$ cat src/rtl/ariane_pkg.sv
`default_nettype none
// +--------------------------------------------------------------------------+
// | ariane_pkg: shared execute/write-back types (exception, wb entry)        |
// | Revision: 1.0                                                            |
// +--------------------------------------------------------------------------+
package ariane_pkg;

  localparam int unsigned TRANS_ID_BITS = 3;

  typedef struct packed {
    logic [63:0] cause;
    logic [63:0] tval;
    logic        valid;
  } exception_t;

  typedef struct packed {
    logic [TRANS_ID_BITS-1:0] trans_id;
    logic [63:0]              result;
    exception_t               ex;
  } wb_entry_t;

endpackage
`default_nettype wire

$ cat src/rtl/rr_pick.sv
`default_nettype none
// +--------------------------------------------------------------------------+
// | rr_pick: combinational round-robin picker, first set req at/after ptr    |
// | Revision: 1.0                                                            |
// +--------------------------------------------------------------------------+
module rr_pick #(
  parameter int unsigned N    = 3,
  parameter int unsigned IdxW = $clog2(N)
) (
  input  logic [N-1:0]    req_i,
  input  logic [IdxW-1:0] ptr_i,
  output logic [N-1:0]    grant_o,
  output logic [IdxW-1:0] idx_o,
  output logic            any_o
);

  // Two passes (indices >= ptr, then the wrapped-around lower part) avoid any
  // modulo arithmetic on a non-power-of-two requester count.
  always_comb begin
    grant_o = '0;
    idx_o   = '0;
    any_o   = 1'b0;
    for (int j = 0; j < int'(N); j++) begin
      if (!any_o && req_i[j] && (IdxW'(j) >= ptr_i)) begin
        grant_o[j] = 1'b1;
        idx_o      = IdxW'(j);
        any_o      = 1'b1;
      end
    end
    for (int j = 0; j < int'(N); j++) begin
      if (!any_o && req_i[j]) begin
        grant_o[j] = 1'b1;
        idx_o      = IdxW'(j);
        any_o      = 1'b1;
      end
    end
  end

endmodule
`default_nettype wire

$ cat src/rtl/wb_port_arbiter.sv
`default_nettype none
// +--------------------------------------------------------------------------+
// | wb_port_arbiter: per-unit holding slots drained round-robin onto one     |
// | scoreboard write-back port, with pipeline flush. Revision: 1.0           |
// +--------------------------------------------------------------------------+
module wb_port_arbiter
  import ariane_pkg::*;
#(
  parameter int unsigned NrReq = 3,
  parameter int unsigned IdxW  = $clog2(NrReq)
) (
  input  logic                  clk_i,
  input  logic                  rst_i,
  input  logic                  flush_i,
  input  logic [NrReq-1:0]      req_valid_i,
  output logic [NrReq-1:0]      req_ready_o,
  input  wb_entry_t [NrReq-1:0] req_data_i,
  output logic                  wb_valid_o,
  output wb_entry_t             wb_data_o,
  output logic [IdxW-1:0]       wb_src_o,
  output logic                  busy_o
);

  logic [NrReq-1:0]      full_q;
  wb_entry_t [NrReq-1:0] slot_q;
  logic [IdxW-1:0]       rr_ptr_q;

  logic [NrReq-1:0]      grant;
  logic [IdxW-1:0]       pick_idx;
  logic                  pick_any;
  logic [NrReq-1:0]      accept;

  rr_pick #(
    .N    (NrReq),
    .IdxW (IdxW)
  ) u_pick (
    .req_i   (full_q),
    .ptr_i   (rr_ptr_q),
    .grant_o (grant),
    .idx_o   (pick_idx),
    .any_o   (pick_any)
  );

  // A slot being drained this cycle can refill in the same cycle.
  assign req_ready_o = ~full_q | grant;
  assign accept      = req_valid_i & req_ready_o;

  assign wb_valid_o = pick_any;
  assign wb_src_o   = pick_idx;
  assign wb_data_o  = slot_q[pick_idx] & {$bits(wb_entry_t){pick_any}};
  assign busy_o     = |full_q;

  always_ff @(posedge clk_i) begin
    if (rst_i) begin
      full_q   <= '0;
      slot_q   <= '0;
      rr_ptr_q <= '0;
    end else begin
      for (int i = 0; i < int'(NrReq); i++) begin
        if (accept[i]) slot_q[i] <= req_data_i[i];
      end
      if (flush_i) begin
        full_q <= '0;
      end else begin
        full_q <= accept | (full_q & ~grant);
        if (pick_any) begin
          rr_ptr_q <= (pick_idx == IdxW'(NrReq - 1)) ? '0 : pick_idx + 1'b1;
        end
      end
    end
  end

endmodule
`default_nettype wire

$ cat config.mk
export PLATFORM = sky130hd
export DESIGN_NAME = wb_port_arbiter
export DESIGN_NICKNAME = d
export VERILOG_FILES = /design/src/rtl/ariane_pkg.sv /design/src/rtl/rr_pick.sv /design/src/rtl/wb_port_arbiter.sv
export SDC_FILE = /design/constraint.sdc
export NUM_CORES = 2
export LEC_CHECK = 0
export BUFFER_PORTS_ARGS = -buffer_cell sky130_fd_sc_hd__buf_2
export CAP_MARGIN = 20
export CORE_AREA = 2 2 311 313
export CTS_BUF_LIST = sky130_fd_sc_hd__clkbuf_4 sky130_fd_sc_hd__clkbuf_8 sky130_fd_sc_hd__clkbuf_16
export DETAILED_ROUTE_END_ITERATION = 10
export DIE_AREA = 0 0 313 315
export GPL_TIMING_DRIVEN = 0
export SYNTH_ARGS = -nofsm -noshare
export SYNTH_HDL_FRONTEND = slang
export SYNTH_HIERARCHICAL = 1
export SYNTH_SLANG_ARGS = --single-unit
$ cat constraint.sdc
create_clock -name clk_i -period 4.9 [get_ports clk_i]
set_input_delay 0.49 -clock clk_i [delete_from_list [all_inputs] [get_ports clk_i]]
set_output_delay 0.49 -clock clk_i [all_outputs]
set_load 0.005 [all_outputs]
==> Yosys cells after proc, flatten, opt, wreduce, memory -nomap -nowiden <==
Index checks and enable logic that the tools add are counted.
{ "classes": {"addsub": 1, "magnitude_cmp": 4, "n_eq_ne": 1, "mux": 19, "bitwise_logic": 8, "n_reduce_logical": 16} }
{ "op_table": {"columns": ["cell", "n"], "rows": [
  ["$bmux 196 s2", 1],
  ["$and 196x196->196", 1],
  ["$mux 196", 1],
  ["$mux 1", 12],
  ["$mux 2", 5],
  ["$logic_and 1x1->1", 8],
  ["$and 3x3->3", 2],
  ["$not 3->3", 2],
  ["$or 3x3->3", 2],
  ["$logic_not 1->1", 5],
  ["$ge 1x2->1 const A", 2],
  ["$lt 2x3->1 const B", 1],
  ["$reduce_or 3->1", 1],
  ["$add 2x1->2 const B", 1],
  ["$eq 2x2->1 const B", 1],
  ["$ge 2x2->1 const A", 1],
  ["$reduce_and 2->1", 1],
  ["$reduce_or 2->1", 1],
  ["$not 1->1", 1]
]} }
{ "totals": {"ff_bits": 593, "out_inout_bits": 203, "wordCells": 66} }

==> Depth between registers and ports, before layout <==
{ "logic_depth": {"ltp_word": 23, "mapped_depth": 9, "depth_no_buf": 5} }

==> Cells and area by module <==
The synthesis kept the hierarchy.
{ "modules_own_cells": {"columns": ["mod", "instances", "cells_each", "area_each_um2", "seq_area_each_um2"], "rows": [
  ["wb_port_arbiter", 1, 3381, 30209.0, 11871.4],
  ["rr_pick", 1, 14, 100.1, 0.0]
]} }

==> Worst setup path after synthesis <==
OpenSTA, ideal clock, no wires.
{ "synth_path": {"path_kind": "reg-to-output", "start": "register rr_ptr_q[0]", "end": "output port wb_data_o[155] (netlist bit)", "arrival_time_ns": 1.632, "setup_slack_ns": 2.778, "path_stages_with_launch": 8, "path_buffers": 3, "path_cell_list": "dfxtp_1 nor3b_2 o31a_1 nand2b_1 buf_2 buf_2 clkbuf_2 o21ai_0"} }
{ "synth_rtl": {"columns": ["item", "line", "text"], "rows": [
  ["from (decl)", "wb_port_arbiter.sv:26", "logic [IdxW-1:0] rr_ptr_q;"],
  ["from (signal assigned)", "wb_port_arbiter.sv:67", "rr_ptr_q <= (pick_idx == IdxW'(NrReq - 1)) ? '0 : pick_idx + 1'b1;"],
  ["to (decl)", "wb_port_arbiter.sv:19", "output wb_entry_t wb_data_o,"]
]} }

==> metrics list <==
* Final Critical Period: 3.95 ns
* Number of buffers created by CTS: 70
* Drt drc: 0
- between 700 and 800 I/O pins were placed.
- Net count, final: a little under 5k
- The die covers 98600 µm².
* Final weighted congestion of routability-driven global placement: 0.921
- Std-Cell Core Area: approximately 96000 µm²
- The min-delay analysis places its worst path in the category in -> reg.
- Internal power comes to between 9 and 10 mW.
* Leakage Power: about 15 nW
* Total of endpoints with negative setup slack in the final report: 0
- OpenSTA, run right after detailed placement, puts the worst setup slack at around 1.6 ns.
- Hold endpoint: slot_q[537]
- TritonCTS clock tree: yes
* Post-CTS Resized: 0
- Worst-case reg-to-reg path depth: 8
- For this run, the share of the core covered by cells in the final layout is about 40%.
* Proportion of layout cells with a drive suffix above 1: 40.5%
* Type of destination of the critical path: output pin
- FF+latch count, synth: ~590
* Number of maximum-capacitance violations: 0
- The initial antenna violation count came to 47.
* Clk Latency, worst-skew pair: around 0.65 ns
- Timing would allow up to roughly 0.25 GHz.
* Number of max-slew violations in the final report: 0
* Setup repair after global routing missed its margin: no
- Placed wire-length estimate after detailed placement: 104000 µm
- Fraction of the yosys area taken by sequential cells: between 30% and 40%
- Summing the areas of all compound-gate instances in the mapped netlist gives 32.7% of the synthesized area.
- Final non-filler cell total: 5610
- Residual overflow from global routing: 0
- Total Neg Setup Slack: 0 ns
- In this run the clock root is driven by a sky130_fd_sc_hd__clkbuf_16.
- Post-Syn Nets: 3989
- Share of synthesized area spent on multiplexers: 6.54%
- Origin of the worst min-delay path: req_data_i[537]
- Dividing the detail-routed wire length by the instance count gives 23.9 µm.
- Vias in the first global route: ~29k
- Slew margin rel.: 34.4%
- Pre-Repair DR Iteration Count: 5
* Quantity of I/O buffers inserted on ports: around 790
* Routed via count divided by cell count: around 5.3
- Maximum buffer depth of the clock tree: 3
- In this run, placement finished with an instance count of around 5.5k.
- For the pin with the worst max-slew slack, the measured transition is 0.983 ns.
- Die Ht: 315 µm
* Clock edge transition at the registers on the reported setup and hold paths: about 0.060 ns
- Standard-cell row count: 114
- The mapped netlist covers around 30000 µm².
- Wire length of the first global-routing pass: 189000 µm
- The final critical path takes up 80.6% of the cycle.
* 1st-iter DRT viols: between 2k and 3k
- The initial utilization of the core area, before any placement, comes to between 30% and 40%.
* Launching point of the worst reg2reg path: full_q[2]
* Slack of the worst reg-to-reg path: 2.50 ns
- Simple-Gate Fraction of Synth Area: 14.5%
- The final hold violation count is 0.
- Cell area power density: 330 nW/µm²
- Depth of the worst hold-timing path: 3
- Once placement finished, the instance area stood at 35900 µm².
* H-tree lvl count: 3
- ANT nets after route: 0
- Hold repair after CTS inserted 0 buffers.
- On the final layout, the worst clock skew is 0.0314 ns.
- The tree built by TritonCTS fans out to 593 sinks.
- In this run switching power makes up between 20 and 30% of total power.
* Relative contribution of the clock network to total power: 42.2%
- Setup slack of the critical path after layout: 0.949 ns
- Cell variety after synth: 29
* Post CTS Setup Buffer Count: 0
* Data required time at the worst endpoint: 4.41 ns
- Biggest fanout along the worst timing path: 11
- Power share of the sequential group: 41.7%
- Horizontal die dimension: 313 µm
- The worst setup path is launched from a flop.
- The Yosys step of the flow raised 6 warnings.
* Share of total power in combinational logic: 16.1%
- Global routing used 25.7% of the available tracks.
* Worst Hold Slack: 0.102 ns
- Run status: complete, no violations
- Total power for the finished layout comes to between 10 and 15 mW.
- Post-synthesis share of cell area spent on xor and xnor gates: 0%
* Fill cells: around 10k
- The critical path is of the reg -> out type.
- In the synthesized netlist, the number of instances is 3395.
- Vias post-DR: ~30k
* Synth Area in Adders: 0%
- Data arrival time of the critical path: about 3.5 ns
- In this run the critical register-to-register path is captured at slot_q[303].
* Main combinational cell family by area after synthesis: compound AO/OA/AOI/OAI gates
* Worst IR drop on VDD: 215 µV
- The area growth from synthesis to layout is 26.3%.
- After synthesis, the mean cell area works out to 8.93 µm².
- The routed design has 134000 µm of wire.
- Once layout is done, the placed cells without fillers occupy about 38000 µm².
- Switching power total: about 3.6 mW
* Largest net degree at the start of global routing: 13
-- cell type report --
type                       count  area [µm²]  area share (%)
timing repair buffer         792        3960            10.4
sequential                   593       11900            31.0
multi-input combinational   2385       16300            42.6
clock buffer                 101        2070            5.40
buffer                       414        2130            5.57
antenna                       28        70.1           0.183
inverter                       3        11.3          0.0294
tap                         1276        1600            4.17
clock inverter                18         262           0.683
-- Yosys cell counts (all sizes together) --
| master | number | share of area, % |
|---|---|---|
| nor2b | 4 | 0.083 |
| nor3b | 1 | 0.041 |
| buf | 290 | 5.5 |
| nand2b | 39 | 0.80 |
| a211oi | 3 | 0.074 |
| inv | 3 | 0.037 |
| o31a | 2 | 0.058 |
| nor2 | 5 | 0.062 |
| o211a | 2 | 0.066 |
| nand2 | 2 | 0.025 |
| a21oi | 555 | 10 |
| dfxtp | 593 | 39 |
| nand4b | 34 | 0.98 |
| nand3 | 750 | 12 |
| or3 | 2 | 0.041 |
| and2 | 3 | 0.062 |
| mux2i | 198 | 6.5 |
| o221a | 1 | 0.037 |
| clkbuf | 124 | 1.6 |
| a21bo | 554 | 18 |
| o21ai | 230 | 3.8 |
-- placed cells by master, fill, tap and decap left out, drive strengths merged, types with 4 or more instances in the layout --
cell type / n
nand2b: 39
nor2: 5
o21ai: 230
diode: 28
a21bo: 554
a21oi: 555
inv: 5
clkinv: 14
nand3: 750
buf: 1082
clkbuf: 225
dfxtp: 593
nor2b: 4
mux2i: 198
nand4b: 34
-- sequential cells by signal, indices dropped and copies added (netlist names) --
name      flops
full_q        3
slot_q      588
rr_ptr_q      2
-- worst max-delay path by stage --
stage | start | endpoint | slack, ns | cells past startpoint
global placement | full_q[1] | wb_data_o[136] | 1.66 | 8
finish | full_q[1] | wb_data_o[135] | 0.95 | 8
floorplan | rr_ptr_q[0] | wb_data_o[155] | 2.78 | 7
global route | full_q[1] | wb_data_o[135] | 0.88 | 8
detailed placement | full_q[1] | wb_data_o[136] | 1.61 | 8
CTS | full_q[1] | wb_data_o[136] | 0.92 | 8
-- cells by family after synthesis --
family                 after synthesis
muxes                              198
AOI/OAI and AO/OA                 1347
and+or+nand+nor                    840
DFF                                593
buffers and inverters              417
-- metal layers --
| metal | up-vias | part of all wire [%] | GRT usage, % |
|---|---|---|---|
| li1 | 14070 | - | - |
| met1 | 14366 | 40 | 31.7 |
| met2 | 1290 | 48 | 43.7 |
| met3 | 246 | 8.0 | 5.47 |
| met4 | 28 | 3.9 | 10.2 |
| met5 | - | 0.12 | 0 |
-- power by group through the flow --
| stage | Sequential, mW | Combinational [mW] | Clock [mW] |
|---|---|---|---|
| 4_1_cts | 5.26 | 2.02 | 5.38 |
| 6_report | 5.26 | 2.03 | 5.33 |
| 5_1_grt | 5.29 | 2.18 | 5.56 |
| 2_1_floorplan | 5.30 | 1.18 | 0 |
| 3_3_place_gp | 5.35 | 2.00 | 0 |
| 3_5_place_dp | 5.36 | 2.02 | 0 |
-- critical path, stage by stage, from the launching register on --
cell and delay (ns):
sky130_fd_sc_hd__dfxtp_1 0.39, sky130_fd_sc_hd__or3_1 0.42, sky130_fd_sc_hd__buf_4 0.22, sky130_fd_sc_hd__nand2b_1 0.08, sky130_fd_sc_hd__buf_2 0.36, sky130_fd_sc_hd__buf_2 0.47, sky130_fd_sc_hd__buf_2 0.30, sky130_fd_sc_hd__o21ai_0 0.31
sky130_fd_sc_hd__buf_2 0.24
Note: power is estimated with default switching activity, not from simulation.
